$ cat src/rtl/vx_wb_pkg.sv
// vx_wb_pkg -- shared definitions for the writeback arbiter slice.
//   ARB_FIXED / ARB_RR : arbitration mode selectors for ARB_MODE.
//   VX_*               : default payload geometry (threads, warp-id, reg-index).
//   wb_payload_t       : one writeback payload in the default geometry.
//   wrap_inc           : increment an index modulo n.
package vx_wb_pkg;

  localparam int ARB_FIXED = 0;
  localparam int ARB_RR    = 1;

  localparam int VX_NUM_THREADS = 4;
  localparam int VX_NW_BITS     = 2;
  localparam int VX_NR_BITS     = 6;

  typedef struct packed {
    logic [VX_NW_BITS-1:0]        wid;
    logic [31:0]                  pc;
    logic [VX_NUM_THREADS-1:0]    tmask;
    logic [VX_NR_BITS-1:0]        rd;
    logic [VX_NUM_THREADS*32-1:0] data;
    logic                         eop;
  } wb_payload_t;

  function automatic int wrap_inc(input int idx, input int n);
    return (idx + 1 >= n) ? 0 : idx + 1;
  endfunction

endpackage

$ cat src/rtl/vx_rr_arbiter.sv
// vx_rr_arbiter -- combinational single-grant selector.
//   req        in  NUM_REQS  request vector (already gated by the caller)
//   ptr        in  IDX_W     scan start index (ignored in fixed mode)
//   grant_oh   out NUM_REQS  one-hot grant, zero when nothing requested
//   grant_idx  out IDX_W     index of the granted request
//   grant_valid out 1        any grant issued
// ARB_MODE = ARB_FIXED scans from index 0; ARB_RR scans upward from ptr,
// wrapping modulo NUM_REQS.
module vx_rr_arbiter #(
  parameter int NUM_REQS = 4,
  parameter int ARB_MODE = 1,
  parameter int IDX_W    = $clog2(NUM_REQS)
) (
  input  logic [NUM_REQS-1:0] req,
  input  logic [IDX_W-1:0]    ptr,
  output logic [NUM_REQS-1:0] grant_oh,
  output logic [IDX_W-1:0]    grant_idx,
  output logic                grant_valid
);
  import vx_wb_pkg::*;

  int   base;
  int   idx;
  logic found;

  always_comb begin
    grant_oh  = '0;
    grant_idx = '0;
    found     = 1'b0;
    idx       = 0;
    base      = (ARB_MODE == ARB_RR) ? int'(ptr) : 0;
    for (int k = 0; k < NUM_REQS; k++) begin
      idx = base + k;
      if (idx >= NUM_REQS) idx = idx - NUM_REQS;
      if (!found && req[IDX_W'(idx)]) begin
        found                   = 1'b1;
        grant_oh[IDX_W'(idx)]   = 1'b1;
        grant_idx               = IDX_W'(idx);
      end
    end
    grant_valid = found;
  end

endmodule

$ cat src/rtl/vx_wb_arbiter.sv
// vx_wb_arbiter -- merges NUM_REQS commit channels onto one registered
// writeback port.
//   clk, reset (async, active-low)
//   commit_valid/commit_wb/commit_* in : per-channel commit + payload
//   commit_ready out                   : per-channel accept
//   wb_valid/wb_* out, wb_ready in     : registered writeback, latency 1
//   dbg_ptr out                        : round-robin pointer state
//   perf_stall_cycles out              : only with VX_WB_PERF_EN defined
// Handshake: a channel transfers on a cycle where it is requesting
// (commit_valid && commit_wb) and commit_ready is high; the writeback
// transfers when wb_valid && wb_ready. commit_ready never depends on the
// channel's own valid beyond masking idle channels to 1.
module vx_wb_arbiter #(
  parameter int NUM_REQS    = 4,
  parameter int NUM_THREADS = 4,
  parameter int NW_BITS     = 2,
  parameter int NR_BITS     = 6,
  parameter int ARB_MODE    = 1
) (
  input  logic                                   clk,
  input  logic                                   reset,
  input  logic [NUM_REQS-1:0]                    commit_valid,
  input  logic [NUM_REQS-1:0]                    commit_wb,
  input  logic [NUM_REQS-1:0][NW_BITS-1:0]       commit_wid,
  input  logic [NUM_REQS-1:0][31:0]              commit_PC,
  input  logic [NUM_REQS-1:0][NUM_THREADS-1:0]   commit_tmask,
  input  logic [NUM_REQS-1:0][NR_BITS-1:0]       commit_rd,
  input  logic [NUM_REQS-1:0][NUM_THREADS*32-1:0] commit_data,
  input  logic [NUM_REQS-1:0]                    commit_eop,
  output logic [NUM_REQS-1:0]                    commit_ready,
  output logic                                   wb_valid,
  output logic [NW_BITS-1:0]                     wb_wid,
  output logic [31:0]                            wb_PC,
  output logic [NUM_THREADS-1:0]                 wb_tmask,
  output logic [NR_BITS-1:0]                     wb_rd,
  output logic [NUM_THREADS*32-1:0]              wb_data,
  output logic                                   wb_eop,
  input  logic                                   wb_ready,
  output logic [$clog2(NUM_REQS)-1:0]            dbg_ptr
`ifdef VX_WB_PERF_EN
  ,
  output logic [NUM_REQS-1:0][31:0]              perf_stall_cycles
`endif
);
  import vx_wb_pkg::*;

  localparam int IDX_W = $clog2(NUM_REQS);

  logic [NUM_REQS-1:0] requesting;
  logic [NUM_REQS-1:0] arb_req;
  logic [NUM_REQS-1:0] grant_oh;
  logic [IDX_W-1:0]    grant_idx;
  logic                grant_valid;
  logic                stall;

  logic                      wb_valid_q, wb_valid_d;
  logic [IDX_W-1:0]          ptr_q, ptr_d;
  logic [NW_BITS-1:0]        wid_q, wid_d;
  logic [31:0]               pc_q, pc_d;
  logic [NUM_THREADS-1:0]    tmask_q, tmask_d;
  logic [NR_BITS-1:0]        rd_q, rd_d;
  logic [NUM_THREADS*32-1:0] data_q, data_d;
  logic                      eop_q, eop_d;

  assign requesting = commit_valid & commit_wb;
  assign stall      = wb_valid_q & ~wb_ready;
  // A stalled output register cannot take a new payload, so no grant.
  assign arb_req    = stall ? '0 : requesting;

  vx_rr_arbiter #(
    .NUM_REQS (NUM_REQS),
    .ARB_MODE (ARB_MODE),
    .IDX_W    (IDX_W)
  ) u_arb (
    .req         (arb_req),
    .ptr         (ptr_q),
    .grant_oh    (grant_oh),
    .grant_idx   (grant_idx),
    .grant_valid (grant_valid)
  );

  // Non-writing channels are always accepted; they never reach wb_*.
  assign commit_ready = ~requesting | grant_oh;

  always_comb begin
    wb_valid_d = wb_valid_q;
    ptr_d      = ptr_q;
    wid_d      = wid_q;
    pc_d       = pc_q;
    tmask_d    = tmask_q;
    rd_d       = rd_q;
    data_d     = data_q;
    eop_d      = eop_q;
    if (!stall) begin
      wb_valid_d = grant_valid;
      if (grant_valid) begin
        wid_d   = commit_wid[grant_idx];
        pc_d    = commit_PC[grant_idx];
        tmask_d = commit_tmask[grant_idx];
        rd_d    = commit_rd[grant_idx];
        data_d  = commit_data[grant_idx];
        eop_d   = commit_eop[grant_idx];
        if (ARB_MODE == ARB_RR) ptr_d = IDX_W'(wrap_inc(int'(grant_idx), NUM_REQS));
      end
    end
  end

  always_ff @(posedge clk or negedge reset) begin
    if (!reset) begin
      wb_valid_q <= 1'b0;
      ptr_q      <= '0;
    end else begin
      wb_valid_q <= wb_valid_d;
      ptr_q      <= ptr_d;
    end
  end

  // Payload is qualified by wb_valid, so it carries no reset.
  always_ff @(posedge clk) begin
    wid_q   <= wid_d;
    pc_q    <= pc_d;
    tmask_q <= tmask_d;
    rd_q    <= rd_d;
    data_q  <= data_d;
    eop_q   <= eop_d;
  end

  assign wb_valid = wb_valid_q;
  assign wb_wid   = wid_q;
  assign wb_PC    = pc_q;
  assign wb_tmask = tmask_q;
  assign wb_rd    = rd_q;
  assign wb_data  = data_q;
  assign wb_eop   = eop_q;
  assign dbg_ptr  = ptr_q;

`ifdef VX_WB_PERF_EN
  logic [NUM_REQS-1:0][31:0] perf_q, perf_d;

  // Counts cycles a writing channel is held off; wraps naturally at 2^32.
  always_comb begin
    perf_d = perf_q;
    for (int i = 0; i < NUM_REQS; i++) begin
      if (requesting[i] && !commit_ready[i]) perf_d[i] = perf_q[i] + 32'd1;
    end
  end

  always_ff @(posedge clk or negedge reset) begin
    if (!reset) perf_q <= '0;
    else        perf_q <= perf_d;
  end

  assign perf_stall_cycles = perf_q;
`endif

endmodule
$ cat config.mk
export PLATFORM = sky130hd
export DESIGN_NAME = vx_wb_arbiter
export DESIGN_NICKNAME = d
export VERILOG_FILES = /design/src/rtl/vx_wb_pkg.sv /design/src/rtl/vx_rr_arbiter.sv /design/src/rtl/vx_wb_arbiter.sv
export SDC_FILE = /design/constraint.sdc
export NUM_CORES = 1
export LEC_CHECK = 0
export ABC_AREA = 0
export BUFFER_PORTS_ARGS = -buffer_cell sky130_fd_sc_hd__buf_4
export CELL_PAD_IN_SITES_DETAIL_PLACEMENT = 2
export CELL_PAD_IN_SITES_GLOBAL_PLACEMENT = 2
export CORE_AREA = 8 8 336 338
export CTS_CLUSTER_SIZE = 14
export DETAILED_ROUTE_END_ITERATION = 8
export DIE_AREA = 0 0 344 346
export MAX_ROUTING_LAYER = met4
export PLACE_DENSITY = 0.51
export SETUP_SLACK_MARGIN = 0.02
export SLEW_MARGIN = 15
export SYNTH_ARGS = -nofsm -noshare
export SYNTH_HDL_FRONTEND = slang
export SYNTH_SLANG_ARGS = --single-unit
export TNS_END_PERCENT = 50
$ cat constraint.sdc
create_clock -name clk -period 6.5 [get_ports clk]
set_input_delay 0.325 -clock clk [delete_from_list [all_inputs] [get_ports clk]]
set_output_delay 0.325 -clock clk [all_outputs]
set_load 0.1 [all_outputs]
==> results.toml, run 1 <==
[outcome]
status = "finished, final reports clean"

[timing]
rsz0062_at_grt = "no"
slew_headroom_pct = 26.5
fmax_ghz = 0.212
final_hold_viol_count = 0
post-route-min-period_ps = 4710
hold-worst-slack_ps = 168
drv_slew = 0
clock_skew_ps = 12.2
final.period_utilization_pct = 72.5
setup_viol = 0
setup-tns-final_ps = 0
worst_slew_pin_slew_ps = 1100

[grt]
first_global_vias = 11100
antenna_found_initial = 17
grt_max_degree = 82
grt_pass1_wl_mm = 99.0
grt-ovfl-total = 0
track_usage_pct = 12.6

[clock_tree]
root_buffer = "clkbuf_16"
clock_sinks = 176
clkLatencyLatePin_ps = 500
cts_setup_buffers = 0
cts_max_level = 4
cts_made_buffers = 17
cts_tree = "built"
cts.reportedPaths.clkPinSlew_ps = 70
clk_path_buf_depth = 2
cts_resized = 0

[layout]
area_growth_pct = 89.0
utilization_pct = 17.7
n_fill_cell = 12100
fin_nets = 2067
drive_above_1_share_pct = 81.7

[logic_synthesis]
synthesis.area_sq_um = 10100
syn_nets = 1184
synth_xor_area_share_pct = 0
synth-simple-area-share_pct = 2.05
synthTopCellsByCount = "176 x mux4_2, 173 x edfxtp_1, 21 x buf_2"
synth.most_common_cell = "mux4_2"
synth-seq-cells = 176
synth_top_area_share_pct = 51.5
yosysSeqAreaShare_pct = 52.3
synth_edf_count = 173
synth-compound-area-share_pct = 1.99
synth_mux_area_share_pct = 39.4
netlist_instances = 473
synthAdderAreaFrac_pct = 0.993
ys_top_cells_by_area = "edfxtp_1 52%, mux4_2 39%, buf_6 1.8%"
async_reset_ff_share_pct = 1.70
yosysUniqueCellTypes = 37
synth_ff_type = "edfxtp_1"
postSynthAreaPerCell_sq_um = 21.3
synth_top_area_cell = "edfxtp_1"
synth_top_family_by_area = "multiplexers"
ys.warnings.count = 0

[critical_path]
reg2reg_from = "dbg_ptr[0]"
cp_max_fo = 51
rr_endpoint = "wb_data[85]"
end_kind = "flip-flop"
cp_data_required_time_ps = 6690
critPathCapture = "wb_data[85]"
startpoint = "dbg_ptr[0]"
crit_family = "buffers and inverters"
critical_path_buf_inv_count = 3
crit_cells = 7
crit_type = "reg2reg"
startpoint_type = "flip-flop"
arrival_ps = 4900
crit_slowest_cell = "clkinvlp_4"
worstRegToRegCells = 7
rrSetupSlack_ps = 1790
crit_chain = "inv_1, ha_1, mux4_2, or2_1, nor3_1, clkinvlp_4, buf_12"
cp_slowest_stage_delay_ps = 930

[floorplanning]
io_pins = 883
start_util_pct = 9.35
dieArea_sq_um = 119000
die_x_um = 344
rows = 121
core-area_sq_um = 108000
die_h_um = 346

[detailed_routing]
ant_nets = 0
wl_mm = 75.8
dr.first_iter.drc_count = 399
wire_per_inst_um = 27.2
drc = 0
post_drt_via_cell_ratio = 3.35
dr_total_vias = 9360
drt_pass1_iterations = 4

[placed_design]
portBuffers = 882
gp_congestion = 0.871
dpl.hpwl_mm = 65.7

[hold_path]
hold_path.class = "in2reg"

[flow_run]
max_cap_viol_count = 0
logic make-up after synthesis:
group                    after synthesis
AO/OA/AOI/OAI                         26
adder cells (fa/ha/maj)                8
buffers and inverters                 46
flip-flops                           176
multiplexers                         177
AND/OR/NAND/NOR                       40
cell usage in the layout (no fill, tap or decap), types with 2 or more instances in the layout:
master      synthesis  routed
bufinv_16           0       2
ha_1                8       8
a21oi_1             3       3
buf_4               3     898
a211oi_1            3       3
o22ai_1             2       2
inv_1               4       3
a31oi_1             4       4
nand4_1             2       2
nor2b_1             2       2
nand2b_1            2       2
mux4_2            176     176
edfxtp_1          173     173
buf_12              0       7
and3_1              2       2
inv_6               0       3
o21ai_0             3       3
nand3_1             6       6
nor2_1              3       3
inv_8               0       2
nor3_1              3       3
nand2_1            14      13
dfrtp_1             3       3
diode_2             0       8
or3_1               2       2
clkinv_4            0       2
clkinvlp_4          0       4
clkbuf_16           0      17
clkinv_1            0       2
a222oi_1            2       2
final cells by class:
cell class / instances / area, sq um / area share [%]
diodes: 8 / 20.0 / 0.105
clock inverters: 14 / 156 / 0.821
flip-flops and latches: 176 / 5270 / 27.7
clock buffers: 17 / 425 / 2.23
repair buffers: 906 / 6890 / 36.2
well taps: 1414 / 1770 / 9.29
inverters: 4 / 18.8 / 0.0985
multi-input cells: 251 / 4500 / 23.6
metrics by stage:
step,worst slack (ps),instances,cell area [sq um]
4_1_cts,1660,2782,19000
3_5_place_dp,1690,2750,18400
6_report,1790,2790,19100
5_1_grt,1420,2790,19100
2_1_floorplan,124,473,10100
3_3_place_gp,1820,2750,18400
how the worst min path moves through the flow:
stage	depth (start not counted)	to	slack [ps]	start
after floorplan	0	dbg_ptr[0]	30	reset
after global placement	1	dbg_ptr[0]	120	reset
after detailed placement	1	dbg_ptr[1]	120	reset
after CTS	3	wb_valid	100	wb_ready
after global routing	3	wb_valid	140	wb_ready
final	3	wb_valid	170	wb_ready
layer usage:
metal | GRT usage [%] | vias up | share of wire [%]
li1 | - | 3943 | -
met2 | 21.4 | 551 | 51
met3 | 4.86 | 42 | 8.9
met4 | 3.73 | 0 | 2.3
met5 | - | - | 0
met1 | 13.7 | 4824 | 38
worst min-delay path: cells and delay by family:
kind | cells | cell delay, ps
and+or+nand+nor | 2 | 210
buffers and inverters | 1 | 90
flip-flops by register name (all words and copies together) (netlist names):
register  count
wb_wid        2
wb_PC        32
wb_tmask      4
dbg_ptr       2
wb_data     128
wb_valid      1
wb_eop        1
wb_rd         6
what timing repair did:
item | in CTS | in global routing
endpoints found under the hold margin | 3 | 0
endpoints found under the setup margin | 0 | 0
hold buffers | 1 | 0
Power of run 1 is left out: the tool's default activity adds up to more than one toggle a clock period on the data nets, which glitch-free logic cannot reach.
==> inputs of run 2 (changes only) <==
Clock period 6.5 ns to 4.4 ns, I/O delays scaled along.
==> run 2 against run 1 <==
Compared with the run above: utilization about the same; hold slack got worse by 66 ps; final area hardly changed; fmax rose by 25%; global-route usage rose by 0.62 points; routed wire length increased by 5.3%; non-clock buffer count up 1; sequential share of layout area barely moved; critical path depth grew 1; largest cell class unchanged; via count is 0.54% higher; flip-flop and latch count stayed put; highest routed layer unchanged.
==> results.toml, run 2 (synthesis gave the netlist of run 1 again) <==
[critical_path]
crit_type = "reg2reg"
worstRegToRegCells = 8
critPathCapture = "wb_data[32]"
reg2reg_from = "dbg_ptr[0]"
arrival_ps = 3980
rrSetupSlack_ps = 640
startpoint = "dbg_ptr[0]"
critical_path_buf_inv_count = 2
end_kind = "flip-flop"
cp_slowest_stage_delay_ps = 550
startpoint_type = "flip-flop"
crit_cells = 8
crit_chain = "clkinvlp_4, ha_4, mux4_2, or2_4, or3_1, nand2_4, buf_4, mux4_2"
cp_max_fo = 28
cp_data_required_time_ps = 4630
crit_top_cell = "mux4_2"
rr_endpoint = "wb_data[32]"
crit_slowest_cell = "dfrtp_4"
crit_family = "simple AND/OR/NAND/NOR gates"

[hold_path]
hold_path.class = "in2async"

[detailed_routing]
wl_mm = 79.8
wire_per_inst_um = 28.6
dr_total_vias = 9411
dr.first_iter.drc_count = 441
drc = 0
post_drt_via_cell_ratio = 3.37
ant_nets = 0
drt_pass1_iterations = 6

[layout]
utilization_pct = 17.7
n_fill_cell = 12100
final_common_cell = "buf_4"
stdcell_count = 2791
largest_register_ff_count = 128
area_growth_pct = 89.1
fin_nets = 2068
drive_above_1_share_pct = 82.1
register_area_sq_um = 5280
final_cell_mix = "898 x buf_4, 176 x mux4_2, 173 x edfxtp_1"
multi_input_area_sq_um = 4530

[timing]
final.period_utilization_pct = 85.3
hold-worst-slack_ps = 102
worst_slew_pin_slew_ps = 1080
setup_viol = 0
fin_ws_ps = 645
drv_slew = 0
final_hold_viol_count = 0
clock_skew_ps = 11.6
slew_headroom_pct = 28.2
fmax_ghz = 0.266
rsz0062_at_grt = "no"
post-route-min-period_ps = 3760

[clock_tree]
cts_max_level = 4
cts.reportedPaths.clkPinSlew_ps = 70
cts_made_buffers = 17
cts_tree = "built"
clock_sinks = 176
cts_setup_buffers = 0
holdBufCountCts = 2
cts_resized = 0
clkLatencyLatePin_ps = 500
root_buffer = "clkbuf_16"
clk_path_buf_depth = 2

[pwr]
irDropWorstVdd_mv = 0.459
swShare_pct = 57.5
pwr-share-clk_pct = 7.6
p_comb_share_pct = 71.7
cellLeakagePower_nw = 7.71
seqPwrFrac_pct = 20.8
power.switching_w = 0.0120
total_power_w = 0.0209
p_per_area_nw_per_um2 = 1100
internal-power_w = 0.00887

[placed_design]
placed_cells = 2750
portBuffers = 882
dpl.hpwl_mm = 69.5
pre_cts_slack_ps = 602
gp_congestion = 0.888

[floorplanning]
start_util_pct = 9.35
die_h_um = 346
dieArea_sq_um = 119000
core-area_sq_um = 108000
rows = 121
io_pins = 883
die_x_um = 344

[grt]
track_usage_pct = 13.2
grt_max_degree = 70
grt-ovfl-total = 0
first_global_vias = 11000
grt_pass1_wl_mm = 103
antenna_found_initial = 8

[outcome]
status = "finished, final reports clean"

[flow_run]
max_cap_viol_count = 0
-- run 2: changes by cell type in the layout (fill, tap and decap cells not counted), sizes merged --
cell	previous run	this run
clkinv	4	7
inv	8	5
bufinv	2	1
diode	8	9
dlygate4sd3	1	2
-- run 2: worst register-to-register path: cells and delay by family, from the launching register on --
kind / cells / cell delay, ps
buffers and inverters: 2 / 740
adder cells (fa/ha/maj): 1 / 400
flip-flops: 1 / 550
multiplexers: 2 / 800
AND/OR/NAND/NOR: 3 / 1000
-- run 2: stage by stage --
| step | TNS [ps] | area, sq um |
|---|---|---|
| global route | 0 | 19000 |
| floorplan | -159890 | 10100 |
| detailed placement | 0 | 18500 |
| finish | 0 | 19100 |
| CTS | 0 | 19000 |
| global placement | 0 | 18500 |
-- run 2: power by group through the flow --
stage,clock (W),sequential [W],combinational [W]
4_1_cts,0.00170,0.00440,0.0154
6_report,0.00158,0.00434,0.0150
2_1_floorplan,0,0.0103,0.00489
3_3_place_gp,0,0.00444,0.0152
3_5_place_dp,0,0.00439,0.0153
5_1_grt,0.00173,0.00444,0.0157
-- run 2: final cells by class --
class,instances,area share [%]
diodes,9,0.118
clock buffers,17,2.23
clock inverters,13,0.604
inverters,4,0.118
multi-input cells,251,23.7
flip-flops and latches,176,27.7
well taps,1414,9.28
repair buffers,907,36.2
-- run 2: worst min-delay path by stage --
stage / from / end / slack (ps) / depth (start not counted)
CTS: commit_data[98] / wb_data[98] / 30 / 2
finish: reset / dbg_ptr[1] / 100 / 2
global placement: reset / dbg_ptr[0] / 20 / 1
detailed placement: reset / dbg_ptr[0] / 20 / 1
global route: commit_PC[92] / wb_PC[28] / 40 / 2
floorplan: reset / wb_valid / -80 / 0
-- run 2: routing by layer --
layer / track usage (%) / wire (um) / up-vias / share of wire [%]
li1: - / - / 3945 / -
met1: 15.1 / 30900 / 4896 / 39
met2: 22.3 / 40000 / 527 / 50
met3: 4.40 / 7290 / 43 / 9.1
met4: 3.42 / 1560 / 0 / 2.0
met5: - / 0 / - / 0
(Power assumes the default switching activity.)
==> inputs of run 3 (changes only) <==
Settings changed: PLACE_DENSITY 0.51 to unset, PLACE_DENSITY_LB_ADDON set to 0.12.
==> run 3 against run 2 <==
Compared with the run above: routed wire length is 4.7% lower; total power down 1.1%; clock skew rose by 3.9 ps; fmax is 1.3% lower; sequential power is 7.1% lower; clock-buffer cell count unchanged; register-to-register slack improved by 40 ps; non-clock buffer count increased by 6; combinational power about the same; sequential share of layout area down 0.14 points; largest cell class unchanged; largest power group unchanged.
==> results.toml, run 3 (synthesis gave the netlist of run 1 again) <==
[critical_path]
cp_slowest_stage_delay_ps = 600
crit_chain = "clkinvlp_4, ha_4, mux4_2, a211oi_1, a31oi_1, o21ai_0, buf_4"
reg2reg_from = "dbg_ptr[0]"
critical_path_buf_inv_count = 2
end_kind = "primary output"
cp_data_required_time_ps = 4180
crit_family = "compound AO/OA/AOI/OAI gates"
crit_type = "reg2out"
arrival_ps = 3590
rrSetupSlack_ps = 680
cp_max_fo = 15
startpoint_type = "flip-flop"
crit_slowest_cell = "a211oi_1"
worstRegToRegCells = 9
rr_endpoint = "wb_data[80]"

[layout]
area_growth_pct = 90.0
final_common_cell = "buf_4"
n_fill_cell = 12100
largest_register_ff_count = 128
drive_above_1_share_pct = 82.2
fin_nets = 2074
final_cell_mix = "902 x buf_4, 176 x mux4_2, 173 x edfxtp_1"

[timing]
clock_skew_ps = 15.5
setup-tns-final_ps = 0
fmax_ghz = 0.263
worst_slew_pin_slew_ps = 657
slew_headroom_pct = 55.9
setup_viol = 0
drv_slew = 0
rsz0062_at_grt = "no"
hold-worst-slack_ps = 73.5
final_hold_viol_count = 0
post-route-min-period_ps = 3810
final.period_utilization_pct = 86.5

[placed_design]
gp_congestion = 0.801
portBuffers = 882
dpl.hpwl_mm = 64.4

[clock_tree]
root_buffer = "clkbuf_16"
cts_max_level = 4
clkLatencyLatePin_ps = 510
clk_path_buf_depth = 2
cts_made_buffers = 17
clock_sinks = 176
cts_tree = "built"
cts.reportedPaths.clkPinSlew_ps = 80

[pwr]
total_power_w = 0.0206
irDropWorstVdd_mv = 0.375
pwr-share-clk_pct = 8.2
p_per_area_nw_per_um2 = 1080
cellLeakagePower_nw = 7.76
internal-power_w = 0.00896
swShare_pct = 56.6
seqPwrFrac_pct = 19.5
p_comb_share_pct = 72.3
power.switching_w = 0.0117

[outcome]
status = "finished, final reports clean"

[detailed_routing]
ant_nets = 0
dr.first_iter.drc_count = 502
dr_total_vias = 9259
drc = 0
post_drt_via_cell_ratio = 3.30
wire_per_inst_um = 27.1
wl_mm = 76.0
drt_pass1_iterations = 4

[grt]
grt_max_degree = 53
antenna_found_initial = 13
grt_pass1_wl_mm = 98.9
first_global_vias = 10900
grt-ovfl-total = 0
track_usage_pct = 12.6

[floorplanning]
io_pins = 883
start_util_pct = 9.35
rows = 121
die_h_um = 346
core-area_sq_um = 108000
dieArea_sq_um = 119000
die_x_um = 344

[flow_run]
max_cap_viol_count = 0

[hold_path]
hold_path.class = "in2async"
==> run 3: area by class of cell <==
type	count	area, sq um	area share [%]
Antenna cell	12	30.0	0.157
Clock buffer	17	425	2.22
Clock inverter	15	131	0.686
Inverter	4	22.5	0.118
Multi-Input combinational cell	251	4530	23.6
Sequential cell	176	5280	27.6
Tap cell	1414	1770	9.24
Timing Repair Buffer	913	6970	36.4
==> run 3: worst max-delay path by stage <==
stage | endpoint | slack, ps | from | cells past startpoint
6_report | commit_ready[3] | 590 | dbg_ptr[0] | 7
5_1_grt | commit_ready[3] | 420 | dbg_ptr[0] | 7
4_1_cts | commit_ready[3] | 490 | dbg_ptr[0] | 7
3_5_place_dp | wb_data[125] | 590 | dbg_ptr[0] | 9
3_3_place_gp | wb_data[125] | 640 | dbg_ptr[0] | 9
2_1_floorplan | wb_PC[0] | -920 | dbg_ptr[0] | 8
==> run 3: layer usage <==
layer / vias to the layer above / global-route usage, % / part of all wire (%)
met1: 4819 / 12.6 / 36
met5: - / - / 0
li1: 3967 / - / -
met3: 46 / 4.41 / 7.7
met2: 427 / 22.9 / 55
met4: 0 / 3.69 / 1.9
==> run 3: power groups by stage <==
stage | clock network (W) | registers, W | logic (W)
global placement | 0 | 0.00406 | 0.0153
floorplan | 0 | 0.0103 | 0.00489
global route | 0.00185 | 0.00413 | 0.0157
detailed placement | 0 | 0.00408 | 0.0153
finish | 0.00169 | 0.00403 | 0.0149
CTS | 0.00182 | 0.00406 | 0.0154
==> run 3: worst reg2reg max path, delay by kind of cell, from the launching register on <==
| kind | cells | cell delay, ps |
|---|---|---|
| adder cells (fa/ha/maj) | 1 | 390 |
| buffers and inverters | 3 | 820 |
| flip-flops | 1 | 560 |
| multiplexers | 2 | 720 |
| AND/OR/NAND/NOR | 3 | 990 |
==> run 3: timing repair <==
item,CTS,global route
resized for setup,0,0
hold buffers,2,0
setup endpoints to repair,0,0
endpoints found under the hold margin,4,0
setup buffers,0,0
==> run 3: stage by stage <==
step                      area [sq um]  util [%]  instances  worst slack, ps
after detailed placement         18500      17.2       2756              586
after global routing             19200      17.8       2802              420
after global placement           18500      17.2       2756              635
final                            19200      17.8       2802              594
after floorplan                  10100         -        473             -918
after CTS                        19100      17.7       2790              492
